--- config.mk ---
export PLATFORM = sky130hd
export DESIGN_NAME = mem_wb_stage
export DESIGN_NICKNAME = d
export VERILOG_FILES = /design/src/rtl/mem_wb_stage.sv
export SDC_FILE = /design/constraint.sdc
export NUM_CORES = 1
export LEC_CHECK = 0
export CORE_AREA = 2 2 99 125
export DETAILED_ROUTE_END_ITERATION = 7
export DIE_AREA = 0 0 101 127
export MAX_ROUTING_LAYER = met4
export PLACE_DENSITY = 0.71
export SLEW_MARGIN = 20
export SYNTH_ARGS = -nofsm -noshare
export SYNTH_HDL_FRONTEND = slang
export SYNTH_SLANG_ARGS = --single-unit
--- constraint.sdc ---
create_clock -name clk -period 2.2 [get_ports clk]
set_input_delay 0.66 -clock clk [delete_from_list [all_inputs] [get_ports clk]]
set_output_delay 0.66 -clock clk [all_outputs]
set_load 0.01 [all_outputs]
--- src/rtl/mem_wb_stage.sv ---
// MEM/WB pipeline register with write-once writeback across freezes.
// Optional retire counter enabled by defining WB_RETIRE_CNT_EN.
module mem_wb_stage #(
  parameter logic [3:0] RESET_DEST = 4'd0
) (
  input  logic        clk,
  input  logic        rst,
  input  logic        freeze,
  input  logic        mem_valid,
  input  logic        mem_wb_en,
  input  logic        mem_r_en,
  input  logic [31:0] mem_alu_res,
  input  logic [31:0] mem_rdata,
  input  logic [3:0]  mem_dest,
  output logic        writeBackEn,
  output logic [3:0]  Dest_wb,
  output logic [31:0] Result_wb,
  output logic        wb_valid,
  output logic [31:0] retire_cnt
);

  logic        r_valid;
  logic        r_wb_en;
  logic        r_r_en;
  logic [31:0] r_alu_res;
  logic [31:0] r_rdata;
  logic [3:0]  r_dest;
  logic        r_consumed;
  logic        w_wb_fire;

  always_ff @(posedge clk) begin
    if (!rst) begin
      r_valid    <= 1'b0;
      r_wb_en    <= 1'b0;
      r_r_en     <= 1'b0;
      r_alu_res  <= '0;
      r_rdata    <= '0;
      r_dest     <= RESET_DEST;
      r_consumed <= 1'b0;
    end else if (!freeze) begin
      r_valid    <= mem_valid;
      r_wb_en    <= mem_wb_en;
      r_r_en     <= mem_r_en;
      r_alu_res  <= mem_alu_res;
      r_rdata    <= mem_rdata;
      r_dest     <= mem_dest;
      r_consumed <= 1'b0;
    end else if (r_valid) begin
      // A frozen instruction has already had its one write cycle.
      r_consumed <= 1'b1;
    end
  end

  assign w_wb_fire   = r_valid & r_wb_en & ~r_consumed;
  assign writeBackEn = w_wb_fire;
  assign Dest_wb     = r_dest;
  assign wb_valid    = r_valid;
  assign Result_wb   = r_r_en ? r_rdata : r_alu_res;

`ifdef WB_RETIRE_CNT_EN
  logic [31:0] r_retire_cnt;

  always_ff @(posedge clk) begin
    if (!rst) begin
      r_retire_cnt <= '0;
    end else if (w_wb_fire) begin
      r_retire_cnt <= r_retire_cnt + 32'd1;
    end
  end

  assign retire_cnt = r_retire_cnt;
`else
  assign retire_cnt = '0;
`endif

endmodule

==> qor.tcl <==
set qor(detail_route.wl_per_cell_um) 12.8
set qor(number_of_global_route_vias_before_repair) 2407
set qor(via_per_inst) 4.19
set qor(drtIter0Drc) 44
set qor(synth.ff_latch_count) 72
set qor(crit_arrival_ns) 1.45
set qor(cpMaxStageDelayCell) {dfxtp_4}
set qor(synthesis.area_per_instance_um2) 11.4
set qor(grt_antenna_before_repair) 0
set qor(r2r_cells) 3
set qor(max_cap_viol_count) 0
set qor(finalCriticalPeriod_ns) 2.11
set qor(detail_route.first_pass.iterations) 3
set qor(seq_area_frac_synth_pct) 41.8
set qor(coreArea_um2) 11600
set qor(post_synthesis_instance_total) 302
set qor(synth_cell_types) 14
set qor(finalCritPeriodShare_pct) 96.0
set qor(global_route.overflow_total) 0
set qor(required_ns) 1.54
set qor(status) {finished, final reports clean}
set qor(critPathMaxStageDelay_ns) 0.37
set qor(design_power_total_mw) 3.26
set qor(cts_hold_repair.buffers) 0
set qor(insertedDiodeCount) 0
set qor(cts.root.buffer_cell) {clkbuf_16}
set qor(synthesis.area_um2) 3450
set qor(crit_end) {Result_wb[30]}
set qor(worstSetupStartpointType) {register}
set qor(min_from) {r_consumed$_SDFFE_PN0P_}
set qor(finalWeightedCongestion) 0.730
set qor(wire_length_of_the_first_global_routing_pass_mm) 11.1
set qor(fmaxAchievable_mhz) 473
set qor(worst_slack_ns) 0.0876
set qor(worst-path-max-fanout) 8
set qor(total_leakage_power_nw) 2.12
set qor(classification_of_the_worst_slack_hold_path) {register to register}
set qor(drcViolationCount) 0
set qor(io_buffer_count) 111
set qor(via_count) 2310
set qor(final_antenna_net_count) 0
set qor(vdd_drop_max_mv) 0.300
set qor(placementRows) 44
set qor(dieWidth_um) 101
set qor(layout.nets) 483
set qor(fin_skew_ns) 0.00000608
set qor(n_fill_cell) 1143
set qor(tritoncts_clock_tree) {yes}
set qor(ys.warnings.count) 0
set qor(crit_path_capture_type) {primary output}
set qor(critical_path.top_delay_family) {buffers and inverters}
set qor(timing.rr.start) {r_r_en$_SDFFE_PN0N_}
set qor(tritoncts.num_buffers) 9
set qor(timing.setup.critical_path_class) {register to primary output}
set qor(reg_to_reg_critical_path_endpoint) {r_r_en$_SDFFE_PN0N_}
set qor(ratio_of_cells_with_drive_above_1_in_the_final_layout_pct) 13.6
set qor(clk-insertion-delay-late_ns) 0.32
set qor(setup.worst_path.start) {r_r_en$_SDFFE_PN0N_}
set qor(synthToLayoutAreaGrowth_pct) 37.5
set qor(layout.cells.most_common_list) {77 x clkdlybuf4s50_1, 71 x dfxtp_1, 71 x mux2i_1, 71 x nor2b_1}
set qor(num_io_pins) 144
set qor(grt_start_max_net_pins) 57
set qor(critical_path.n_buffers_inverters) 2
set qor(initial_utilization_pct) 29.8
set qor(worstSetupPathDepth) 3
set qor(path_clk_slew_ns) 0.06
set qor(die_y_um) 127
set qor(die_area_um2) 12800
set qor(rsz0062_at_grt) {false}
set qor(hold_path_depth) 1
set qor(grtUsageTotal_pct) 11.4
set qor(cts_max_path_buffers) 2
set qor(critical_path.cell_chain) {buf_6, mux2_2, dlygate4sd2_1}
set qor(drv_slew) 0
set qor(cts.htree.levels) 3
set qor(reg2reg_setup_slack_ns) 1.41
set qor(final_common_cell) {clkdlybuf4s50_1}
set qor(place_hpwl_mm) 4.95
set qor(finalSetupViolations) 0
set qor(power_density_nw_per_um2) 689
set qor(clock_sinks) 72
set qor(drt_wl_total_mm) 7.06
set qor(worst_slack_at_placement_ns) 0.171
set qor(hold_viol_final) 0
## synthesized netlist by cell type, drive strengths merged
cell    number  area (um2)
buf         44         437
clkbuf       8        31.3
conb         1        3.75
dfxtp       72        1440
mux2        32         360
mux2i       71         711
nand2        1        3.75
nor2         1        3.75
nor2b       71         444
o211a        1        10.0
## how the worst min path moves through the flow
stage,end
CTS,r_consumed$_SDFFE_PN0P_
global placement,r_consumed$_SDFFE_PN0P_
floorplan,r_consumed$_SDFFE_PN0P_
detailed placement,r_consumed$_SDFFE_PN0P_
global route,r_rdata[27]$_SDFFE_PN0N_
finish,r_consumed$_SDFFE_PN0P_
## metal layers
layer	up-vias	global-route usage, %	wire [um]
met1	1069	12.6	3010
li1	1153	-	-
met4	0	4.05	77
met3	6	3.61	436
met5	-	-	0
met2	82	19.3	3540
## sequential cells by signal, summed over array words and instances, names as in the netlist
signal / flops
r_wb_en: 1
wb_valid: 1
r_rdata: 32
r_alu_res: 32
Dest_wb: 4
r_consumed: 1
r_r_en: 1
## per-stage QoR
stage	std cells	hold slack, ns	util, %	cell area, um2	setup TNS, ns
floorplan	333	0.473	-	3560	0
global placement	536	0.480	38.6	4470	0
detailed placement	536	0.501	38.6	4470	0
CTS	551	0.513	40.7	4710	-0.297
global route	551	0.535	41.0	4740	0
finish	551	0.506	41.0	4740	0
## kinds of logic (layout without fill, tap and decap cells)
group	Yosys count	after routing	synth area share, %
and+or+nand+nor	73	73	13.1
DFF	72	72	41.8
AOI/OAI and AO/OA	1	1	0.290
muxes	103	103	31.1
other	1	32	0.109
buffers and inverters	52	132	13.6
## where the power goes
| part | internal (mW) | total (mW) | switching (mW) |
|---|---|---|---|
| Combinational | 0.320 | 0.524 | 0.204 |
| Clock | 0.809 | 1.32 | 0.511 |
| Sequential | 1.38 | 1.42 | 0.0380 |
| Total | 2.51 | 3.26 | 0.753 |
## repair_timing
| action | 4_1_cts | 5_1_grt |
|---|---|---|
| resized for setup | 31 | 22 |
| buffers inserted | 0 | 0 |
| setup endpoints to repair | 32 | 26 |
## area by class of cell
class	instances	area, um2	area share [%]
clock buffers	11	253	5.33
repair buffers	117	1200	25.2
multi-input cells	209	1650	34.9
flip-flops and latches	72	1450	30.5
clock inverters	4	20.0	0.422
well taps	138	173	3.64
(Power assumes the default switching activity.)
